<file path="config.mk">
export PLATFORM = sky130hd
export DESIGN_NAME = pipelined_decode_stage
export DESIGN_NICKNAME = d
export VERILOG_FILES = /design/src/rtl/pipelined_decode_stage_pkg.sv /design/src/rtl/regfile_2r1w.sv /design/src/rtl/pipelined_decode_stage.sv
export SDC_FILE = /design/constraint.sdc
export NUM_CORES = 2
export LEC_CHECK = 0
export BUFFER_PORTS_ARGS = -buffer_cell sky130_fd_sc_hd__clkbuf_2
export CAP_MARGIN = 15
export CORE_ASPECT_RATIO = 0.75
export CORE_MARGIN = 4
export CORE_UTILIZATION = 55
export DETAILED_ROUTE_END_ITERATION = 16
export GPL_ROUTABILITY_DRIVEN = 0
export PLACE_DENSITY = 0.72
export SLEW_MARGIN = 20
export SYNTH_ARGS = -nofsm -noshare
export SYNTH_HDL_FRONTEND = slang
export SYNTH_SLANG_ARGS = --single-unit
</file>
<file path="constraint.sdc">
create_clock -name clk -period 6.08 [get_ports clk]
set_input_delay 0 -clock clk [delete_from_list [all_inputs] [get_ports clk]]
set_output_delay 0 -clock clk [all_outputs]
set_load 0.005 [all_outputs]
</file>
<file path="src/rtl/pipelined_decode_stage_pkg.sv">
// Shared decode definitions: RV32 opcodes, ALU class encodings, immediate
// formats and the per-instruction control bundle produced by the decoder.
package pipelined_decode_stage_pkg;

  localparam logic [6:0] OPC_OP     = 7'b0110011;
  localparam logic [6:0] OPC_OP_IMM = 7'b0010011;
  localparam logic [6:0] OPC_LOAD   = 7'b0000011;
  localparam logic [6:0] OPC_STORE  = 7'b0100011;
  localparam logic [6:0] OPC_BRANCH = 7'b1100011;
  localparam logic [6:0] OPC_JAL    = 7'b1101111;
  localparam logic [6:0] OPC_JALR   = 7'b1100111;
  localparam logic [6:0] OPC_LUI    = 7'b0110111;
  localparam logic [6:0] OPC_AUIPC  = 7'b0010111;

  localparam logic [1:0] ALU_ADD    = 2'b00;
  localparam logic [1:0] ALU_BRANCH = 2'b01;
  localparam logic [1:0] ALU_FUNCT  = 2'b10;
  localparam logic [1:0] ALU_PASS   = 2'b11;

  typedef enum logic [2:0] {
    IMM_R = 3'd0,
    IMM_I = 3'd1,
    IMM_S = 3'd2,
    IMM_B = 3'd3,
    IMM_U = 3'd4,
    IMM_J = 3'd5
  } immFmt_e;

  typedef struct packed {
    logic       branch;
    logic       jump;
    logic       memRead;
    logic       memToReg;
    logic       memWrite;
    logic       aluSrc;
    logic       regWrite;
    logic       illegal;
    logic [1:0] aluOp;
    logic       usesRs2;
    immFmt_e    immFmt;
  } ctrlBundle_t;

  localparam ctrlBundle_t CTRL_NONE = '{branch: 1'b0, jump: 1'b0, memRead: 1'b0,
                                        memToReg: 1'b0, memWrite: 1'b0, aluSrc: 1'b0,
                                        regWrite: 1'b0, illegal: 1'b0, aluOp: ALU_ADD,
                                        usesRs2: 1'b0, immFmt: IMM_R};

  // 32-bit sign-extended immediate; R-type (and anything unknown) yields zero.
  function automatic logic [31:0] immGen(input logic [31:0] instr, input immFmt_e fmt);
    logic [31:0] imm;
    case (fmt)
      IMM_I:   imm = {{20{instr[31]}}, instr[31:20]};
      IMM_S:   imm = {{20{instr[31]}}, instr[31:25], instr[11:7]};
      IMM_B:   imm = {{19{instr[31]}}, instr[31], instr[7], instr[30:25], instr[11:8], 1'b0};
      IMM_U:   imm = {instr[31:12], 12'h000};
      IMM_J:   imm = {{11{instr[31]}}, instr[31], instr[19:12], instr[20], instr[30:21], 1'b0};
      default: imm = 32'h0000_0000;
    endcase
    return imm;
  endfunction

endpackage

</file>
<file path="src/rtl/regfile_2r1w.sv">
// Architectural register file: two combinational reads, one synchronous write,
// x0 hard-wired to zero and same-cycle write-through to both read ports.
module regfile_2r1w
  import pipelined_decode_stage_pkg::*;
#(
  parameter int XLEN     = 32,
  parameter int NUM_REGS = 32,
  localparam int RW      = $clog2(NUM_REGS)
) (
  input  logic            clk,
  input  logic            rst_n,
  input  logic [RW-1:0]   raddr1,
  input  logic [RW-1:0]   raddr2,
  output logic [XLEN-1:0] rdata1,
  output logic [XLEN-1:0] rdata2,
  input  logic            we,
  input  logic [RW-1:0]   waddr,
  input  logic [XLEN-1:0] wdata
);

  logic [XLEN-1:0] regs_r [NUM_REGS];
  logic            wrEn_s;

  assign wrEn_s = we & (waddr != '0);

  function automatic logic [XLEN-1:0] readPort(input logic [RW-1:0] addr);
    logic [XLEN-1:0] val;
    if (addr == '0) begin
      val = '0;
    end else if (wrEn_s && (waddr == addr)) begin
      val = wdata;
    end else begin
      val = regs_r[addr];
    end
    return val;
  endfunction

  // Register array storage; x0 is never written so it stays at its reset value.
  always_ff @(posedge clk or negedge rst_n) begin
    if (!rst_n) begin
      for (int i = 0; i < NUM_REGS; i++) begin
        regs_r[i] <= '0;
      end
    end else if (wrEn_s) begin
      regs_r[waddr] <= wdata;
    end
  end

  // Read ports with x0 forcing and write-through bypass.
  always_comb begin
    rdata1 = readPort(raddr1);
    rdata2 = readPort(raddr2);
  end

endmodule

</file>
<file path="src/rtl/pipelined_decode_stage.sv">
// In-order RV32 decode stage: operand read, control/immediate decode,
// load-use interlock and the ID/EX pipeline register.
module pipelined_decode_stage
  import pipelined_decode_stage_pkg::*;
#(
  parameter int XLEN     = 32,
  parameter int NUM_REGS = 32,
  localparam int RW      = $clog2(NUM_REGS)
) (
  input  logic            clk,
  input  logic            rst_n,
  input  logic            if_valid,
  input  logic [31:0]     if_instr,
  input  logic [XLEN-1:0] if_pc,
  output logic            id_ready,
  input  logic            wb_we,
  input  logic [RW-1:0]   wb_rd,
  input  logic [XLEN-1:0] wb_data,
  input  logic            flush,
  input  logic            ex_ready,
  output logic            ex_valid,
  output logic [XLEN-1:0] ex_pc,
  output logic [XLEN-1:0] ex_rs1_val,
  output logic [XLEN-1:0] ex_rs2_val,
  output logic [XLEN-1:0] ex_imm,
  output logic [RW-1:0]   ex_rs1,
  output logic [RW-1:0]   ex_rs2,
  output logic [RW-1:0]   ex_rd,
  output logic            ex_branch,
  output logic            ex_jump,
  output logic            ex_mem_read,
  output logic            ex_mem_to_reg,
  output logic            ex_mem_write,
  output logic            ex_alu_src,
  output logic            ex_reg_write,
  output logic            ex_illegal,
  output logic [1:0]      ex_alu_op
);

  typedef struct packed {
    logic            valid;
    logic [XLEN-1:0] pc;
    logic [XLEN-1:0] rs1Val;
    logic [XLEN-1:0] rs2Val;
    logic [XLEN-1:0] imm;
    logic [RW-1:0]   rs1;
    logic [RW-1:0]   rs2;
    logic [RW-1:0]   rd;
    logic            branch;
    logic            jump;
    logic            memRead;
    logic            memToReg;
    logic            memWrite;
    logic            aluSrc;
    logic            regWrite;
    logic            illegal;
    logic [1:0]      aluOp;
  } idex_t;

  logic [RW-1:0]   rs1Idx_s, rs2Idx_s, rdIdx_s;
  logic [XLEN-1:0] rs1Val_s, rs2Val_s, immExt_s;
  ctrlBundle_t     ctrl_s;
  logic            hazard_s, advance_s;
  idex_t           entry_s, idexNext_s, idex_r;

  assign rs1Idx_s = if_instr[15 +: RW];
  assign rs2Idx_s = if_instr[20 +: RW];
  assign rdIdx_s  = if_instr[7 +: RW];

  regfile_2r1w #(.XLEN(XLEN), .NUM_REGS(NUM_REGS)) u_regfile (
    .clk    (clk),
    .rst_n  (rst_n),
    .raddr1 (rs1Idx_s),
    .raddr2 (rs2Idx_s),
    .rdata1 (rs1Val_s),
    .rdata2 (rs2Val_s),
    .we     (wb_we),
    .waddr  (wb_rd),
    .wdata  (wb_data)
  );

  // Opcode to control bundle; unknown opcodes only raise the illegal flag.
  always_comb begin
    ctrl_s = CTRL_NONE;
    case (if_instr[6:0])
      OPC_OP:     begin ctrl_s.regWrite = 1'b1; ctrl_s.aluOp = ALU_FUNCT; ctrl_s.usesRs2 = 1'b1; end
      OPC_OP_IMM: begin ctrl_s.regWrite = 1'b1; ctrl_s.aluSrc = 1'b1; ctrl_s.aluOp = ALU_FUNCT; ctrl_s.immFmt = IMM_I; end
      OPC_LOAD:   begin ctrl_s.memRead = 1'b1; ctrl_s.memToReg = 1'b1; ctrl_s.regWrite = 1'b1;
                        ctrl_s.aluSrc = 1'b1; ctrl_s.immFmt = IMM_I; end
      OPC_STORE:  begin ctrl_s.memWrite = 1'b1; ctrl_s.aluSrc = 1'b1; ctrl_s.usesRs2 = 1'b1; ctrl_s.immFmt = IMM_S; end
      OPC_BRANCH: begin ctrl_s.branch = 1'b1; ctrl_s.aluOp = ALU_BRANCH; ctrl_s.usesRs2 = 1'b1; ctrl_s.immFmt = IMM_B; end
      OPC_JAL:    begin ctrl_s.jump = 1'b1; ctrl_s.regWrite = 1'b1; ctrl_s.immFmt = IMM_J; end
      OPC_JALR:   begin ctrl_s.jump = 1'b1; ctrl_s.regWrite = 1'b1; ctrl_s.aluSrc = 1'b1; ctrl_s.immFmt = IMM_I; end
      OPC_LUI:    begin ctrl_s.regWrite = 1'b1; ctrl_s.aluSrc = 1'b1; ctrl_s.aluOp = ALU_PASS; ctrl_s.immFmt = IMM_U; end
      OPC_AUIPC:  begin ctrl_s.regWrite = 1'b1; ctrl_s.aluSrc = 1'b1; ctrl_s.immFmt = IMM_U; end
      default:    begin ctrl_s.illegal = 1'b1; end
    endcase
  end

  assign immExt_s = XLEN'(signed'(immGen(if_instr, ctrl_s.immFmt)));

  // rs1 is always checked conservatively; rs2 only where the format reads it.
  assign hazard_s  = if_valid & ex_valid & ex_mem_read & (ex_rd != '0) &
                     ((ex_rd == rs1Idx_s) | (ctrl_s.usesRs2 & (ex_rd == rs2Idx_s)));
  assign advance_s = ex_ready | ~ex_valid;
  assign id_ready  = flush | (advance_s & ~hazard_s);

  // Assemble the ID/EX entry for the instruction currently presented.
  always_comb begin
    entry_s          = '0;
    entry_s.valid    = 1'b1;
    entry_s.pc       = if_pc;
    entry_s.rs1Val   = rs1Val_s;
    entry_s.rs2Val   = rs2Val_s;
    entry_s.imm      = immExt_s;
    entry_s.rs1      = rs1Idx_s;
    entry_s.rs2      = rs2Idx_s;
    entry_s.rd       = rdIdx_s;
    entry_s.branch   = ctrl_s.branch;
    entry_s.jump     = ctrl_s.jump;
    entry_s.memRead  = ctrl_s.memRead;
    entry_s.memToReg = ctrl_s.memToReg;
    entry_s.memWrite = ctrl_s.memWrite;
    entry_s.aluSrc   = ctrl_s.aluSrc;
    entry_s.regWrite = ctrl_s.regWrite;
    entry_s.illegal  = ctrl_s.illegal;
    entry_s.aluOp    = ctrl_s.aluOp;
  end

  // Next ID/EX contents: flush kills, advance loads entry or bubble, else hold.
  always_comb begin
    idexNext_s = idex_r;
    if (flush) begin
      idexNext_s = '0;
    end else if (advance_s) begin
      if (if_valid && !hazard_s) begin
        idexNext_s = entry_s;
      end else begin
        idexNext_s = '0;
      end
    end else begin
      idexNext_s = idex_r;
    end
  end

  // ID/EX pipeline register.
  always_ff @(posedge clk or negedge rst_n) begin
    if (!rst_n) begin
      idex_r <= '0;
    end else begin
      idex_r <= idexNext_s;
    end
  end

  assign ex_valid      = idex_r.valid;
  assign ex_pc         = idex_r.pc;
  assign ex_rs1_val    = idex_r.rs1Val;
  assign ex_rs2_val    = idex_r.rs2Val;
  assign ex_imm        = idex_r.imm;
  assign ex_rs1        = idex_r.rs1;
  assign ex_rs2        = idex_r.rs2;
  assign ex_rd         = idex_r.rd;
  assign ex_branch     = idex_r.branch;
  assign ex_jump       = idex_r.jump;
  assign ex_mem_read   = idex_r.memRead;
  assign ex_mem_to_reg = idex_r.memToReg;
  assign ex_mem_write  = idex_r.memWrite;
  assign ex_alu_src    = idex_r.aluSrc;
  assign ex_reg_write  = idex_r.regWrite;
  assign ex_illegal    = idex_r.illegal;
  assign ex_alu_op     = idex_r.aluOp;

endmodule

</file>
* Word-level counts from Yosys, hierarchy flattened
Cells that the tools add are included.
Word-level totals: output and inout bits 155, flip-flop bits (word level) 1178, logic and storage cells 131, input bits 107
Operators by class: eq/ne operators 18, bitwise gates (word level) 15, reductions and logical operators 18, order comparisons 4, muxes and demuxes 27
Operator list (number):
- bitwise mux 1024 bit | 1
- 2-to-1 mux 154 bit | 3
- binary-select mux 32 bit (select 5 bit) | 2
- 2-to-1 mux 32 bit | 9
- demux 32 bit (select 5 bit) | 1
- case mux 32 bit (5 select lines) | 1
- equality test 7 x 6 -> 1 bit (second input constant) | 3
- equality test 7 bit (second input constant) | 3
- equality test 5 bit | 4
- greater-or-equal comparator 6 bit (second input constant) | 3
- inverter 5 -> 6 bit | 3
- case mux 3 bit (5 select lines) | 1
- equality test 7 x 5 -> 1 bit (second input constant) | 2
- zero test 5 bit | 2
- nonzero test 5 bit | 2
- OR reduction 9 bit | 1
- AND 1 bit | 7
- equality test 7 x 2 -> 1 bit (second input constant) | 1
- 2-to-1 mux 1 bit | 7
- OR reduction 7 bit | 1
- equality test 3 x 2 -> 1 bit (second input constant) | 2
- equality test 3 bit (second input constant) | 2
- < comparator 6 x 1 -> 1 bit (second input constant) | 1
- case mux 2 bit (3 select lines) | 1
- other kinds (10) | 19

* Longest topological paths before layout
word-level depth 11, gate-level depth with buffers 10, mapped depth without buffers 5

* Cells and area by module
From an unflattened synthesis, not the netlist that was laid out.
Unflattened totals: cells, all modules 4353, area, all modules 61596.6 um2
By module, submodules not included:
- regfile_2r1w | cells an instance 3842, instances 1, area an instance 55230.5 um2, seq. area each 25624.6 um2
- pipelined_decode_stage | cells an instance 511, instances 1, area an instance 6366.1 um2, seq. area each 3828.7 um2

* Least setup slack after synthesis
OpenSTA, ideal clock, no wires.
path type reg2reg, start reg idex_r, in the netlist ex_rd[1], end reg idex_r, in the netlist ex_branch, data required time 5.958 ns, arrival time 1.928 ns, path slack 4.030 ns, setup time 0.122 ns, buffers on the path 3, stages on the path, launching flop included 9, period minus slack after synthesis 2.050 ns, cell sequence dfrtp_1 > xnor2_1 > nand4_1 > or4_1 > buf_2 > and2_1 > buf_6 > buf_6 > a32o_1
Between the ends: longest elaborated chain between the ends 9, elaborated cells on any way between the ends 12, those cells by class 2 x eq/ne; 3 x mux; 4 x bitwise; 3 x reduce/logical
RTL lines:
- from (decl) | line pipelined_decode_stage.sv:64 | idex_t entry_s, idexNext_s, idex_r;
- from (signal assigned) | line pipelined_decode_stage.sv:151 | idex_r <= idexNext_s;
- equality test 5 bit | line pipelined_decode_stage.sv:104 | ((ex_rd == rs1Idx_s) | (ctrl_s.usesRs2 & (ex_rd == rs2Idx_s)));
- AND 1 bit | line pipelined_decode_stage.sv:104
- OR 1 bit | line pipelined_decode_stage.sv:104
- AND 1 bit (*) | line pipelined_decode_stage.sv:103 | assign hazard_s = if_valid & ex_valid & ex_mem_read & (ex_rd != '0) &
- zero test 1 bit (*) | line pipelined_decode_stage.sv:136 | if (if_valid && !hazard_s) begin
- logical AND 1 bit (*) | line pipelined_decode_stage.sv:136
- 2-to-1 mux 154 bit (*) | line pipelined_decode_stage.sv:136
- 2-to-1 mux 154 bit (*) | line pipelined_decode_stage.sv:135 | end else if (advance_s) begin
- 2-to-1 mux 154 bit (*) | line pipelined_decode_stage.sv:133 | if (flush) begin
Every way passes the cells marked *; elsewhere a longest branch is shown, timed or not. The select of a mux whose other input is x is not followed. A chain may end at the register's enable or synchronous reset.

* Worst setup path after layout
start reg idex_r, in the netlist ex_rd[2], end reg idex_r, in the netlist ex_rs1_val[18]
Same word-level chain as after synthesis.

==> results.md <==
* Clk_lat worst skew at 0.74 ns
* Total grt overflow at 0
* Global-route wire length before repair at 296 mm
* DIE HEIGHT at 292 µm
* Mapped Cells at 4777
* Vias in the first global route at 43943
* Ys flop type: dfrtp_1
* Synth warn at 0
* Via-to-Cell Ratio at 7.03
* Final ANT Viol Nets at 0
* Hold violation count in the final report at 0
* Setup TNS at 0 ns
* Critical path's slowest cell: nand4_1
* Post-synthesis sequential area ratio at 0.497
* DRT iter0 DRCs at 5606
* Post-detail-place hpwl at 111 mm
* Pwr dens at 324 nW/µm²
* Critical Path End Type: register
* Required @ worst endpoint at 6.72 ns
* I/O Pins at 262
* Max frequency at 0.311 GHz
* RSZ-0062 raised after global routing: false
* Unique masters post-synth at 59
* Clk network pwr share at 0.348
* IO Port Bufs at 261
* Worst Hold Class: in2reg
* Synth top area share at 0.497
* Clock Tree Buf Depth at 3
* Post-Synthesis Cell Area at 59200 µm²
* Crit-path cells: or4_1, nor2_1, or4_1, nand4_1, buf_4, o221ai_1
* Combinational power share at 0.178
* Flop pwr share at 0.475
* Via count at 44623
* Crit path max fanout at 25
* Net Sw Frac at 0.281
* Reg clk slew, reported paths at 0.06 ns
* Final Cycle Share at 0.528
* Max stage delay on crit path at 0.67 ns
* Synth Register Bits at 1177
* Die area at 113000 µm²
* Area of the core at 106000 µm²
* Post-layout min period at 3.21 ns
* Max_cap viols at 0
* Hold path cells at 3
* Number of CTS-inserted buffers at 114
* Antenna violations before repair at 7
* Number of flops mapped to enable cells by yosys at 0
* P&R area growth vs syn at 11.5%
* Leak at 29.4 nW
* Initial Utilization at 0.558
* Per-cell routed wire length at 31.4 µm
* Die Wd at 387 µm
* Internal Power at 15.4 mW
* Site Rows at 103
* CTS tree: yes
* CP arrival at 3.85 ns
* CTS HTree Levels at 3
* Max Transition Viols Final at 0
* Final setup vio count at 0
* Residual DRC count at 0
* DRT Pass-1 Iters at 6
* # clock sinks at 1177
* Psw at 6.03 mW
* CTS Root Cell: clkbuf_16
* Drt total wl at 199 mm
* Synth async-reset ratio at 1.00
* Mapped Avg Cell Area at 12.4 µm²
* Status: finished, final reports clean
* Most used cell, CP: or4_1
* Worst R2R Path Depth at 6
* Worst setup SP type: register
* Cell taking the most area after synthesis: dfrtp_1
* Skew final at 0.0211 ns
* Slew margin rel. at 0.210
* Fraction of layout cells with a size suffix above 1 at 0.295
* Max rail drop VDD at 235 µV
* Actual slew at the worst max-slew pin at 1.18 ns
* Worst setup path category: reg2reg
* Pin count of the biggest net entering global routing at 186
* Post-CTS Setup Bufs at 0
* Finished Core Util at 0.623
* Overall Global Routing Usage at 0.349
* Final nets at 4944
* Top post-synthesis cells by area: dfrtp_1, mux4_2, mux2_2
* Net Count, Synth at 4884
[placed cells by master, fill, tap and decap left out, types with 21 or more instances in the layout]
master / instances
inv_1: 35
a22o_1: 110
clkinv_2: 21
clkbuf_2: 253
mux4_2: 380
a21oi_1: 64
a211oi_1: 30
clkbuf_16: 115
nand2_1: 623
o22ai_1: 72
o21ai_0: 577
o221ai_1: 113
mux2_2: 502
dlygate4sd3_1: 107
clkbuf_1: 24
dfrtp_1: 1177
buf_4: 64
mux2i_1: 244
a211o_1: 26
a22oi_1: 95
[power groups by stage]
| stage | Sequential [mW] | Combinational, mW | Clock, mW |
|---|---|---|---|
| floorplan | 9.90 | 2.77 | 0 |
| global placement | 10.2 | 3.57 | 0 |
| detailed placement | 10.2 | 3.69 | 0 |
| CTS | 10.1 | 3.77 | 7.50 |
| global route | 10.3 | 4.12 | 7.82 |
| finish | 10.2 | 3.80 | 7.45 |
[flip-flops by register name (all words and copies together), names as in the netlist, 5 cells and up]
register,flops
ex_rs2_val,32
ex_rs1,5
ex_rs2,5
ex_rs1_val,32
ex_pc,32
ex_rd,5
ex_imm,32
u_regfile.regs_r,1024
[cells in the mapped netlist (all sizes together), types with 2 or more instances]
cell        n
nor2       32
dfrtp    1177
a2111o      3
a31oi       3
clkbuf    322
o22ai      72
a22o      110
xnor2      19
o221ai    113
and2        5
nand3      12
and4b       2
o31ai       2
mux4      380
nor3b       6
nand4      11
or3         9
nor3        6
a311o       4
nor2b       3
or4         4
a211oi     30
mux2i     244
a32o        6
nand3b     14
or3b        3
a21o        2
inv        36
o21ai     577
a211o      26
or2         3
buf       180
a221oi      9
nand2b      7
o211a       5
and3b       4
a22oi      95
a21oi      64
mux2      502
o211ai      4
o22a        5
a2111oi    17
nand2     638
[critical path: cells and delay by family, from the launching register on]
kind	cells	cell delay (ns)
simple gates	4	1.78
flops	1	0.45
compound gates	1	0.26
buf+inv	1	0.60
[repair_timing]
item	4_1_cts	5_1_grt
hold buffers	108	0
gates resized for setup	0	0
hold endpoints to repair	770	0
[area by class of cell]
type                    instances  area, µm²
inverters                      36        135
multi-input cells            3062      27600
clock buffers                 157       3220
repair buffers                446       3210
fillers                      8149      40000
diodes                          5       12.5
well taps                    1417       1770
flip-flops and latches       1177      29500
clock inverters                48        632
[final timing paths]
kind | startpoint | to | slack, ns
hold reg to reg | u_regfile.regs_r[1008] | u_regfile.regs_r[1008] | 0.40
max in group asynchronous | rst_n | u_regfile.regs_r[1018] | 4.52
setup / recovery | ex_rd[2] | ex_rs1_val[18] | 2.87
setup reg to reg | ex_rd[2] | ex_rs1_val[18] | 2.87
hold / removal | if_pc[31] | ex_pc[31] | 0.04
min in group asynchronous | rst_n | u_regfile.regs_r[98] | 0.29
[metrics by stage]
step / area, µm² / cells / worst slack [ns] / total power [mW] / hold slack, ns
2_1_floorplan: 59200 / 4777 / 4.03 / 12.7 / -0.296
4_1_cts: 66000 / 6342 / 2.69 / 21.4 / 0.000850
5_1_grt: 66000 / 6343 / 2.80 / 22.2 / 0.0302
3_3_place_gp: 61000 / 6027 / 2.65 / 13.7 / 0.102
3_5_place_dp: 61100 / 6029 / 2.58 / 13.9 / 0.101
6_report: 66100 / 6348 / 2.87 / 21.4 / 0.0382
[routing by layer]
metal,global-route usage,vias up,part of all wire
met3,0.108,574,0.12
met2,0.502,2992,0.43
li1,-,18027,-
met1,0.498,23024,0.40
met4,0.146,6,0.047
met5,0,-,0.00015
[kinds of logic (layout without fill, tap and decap cells)]
family | Yosys count | in the layout | share of synthesized area
flops | 1177 | 1177 | 0.497
mux | 1126 | 1126 | 0.281
other cells | 0 | 5 | 0
xor+xnor | 20 | 20 | 0.00296
simple gates | 765 | 765 | 0.0534
compound gates | 1151 | 1151 | 0.124
buf+inv | 538 | 687 | 0.0406
(Power assumes the default switching activity.)
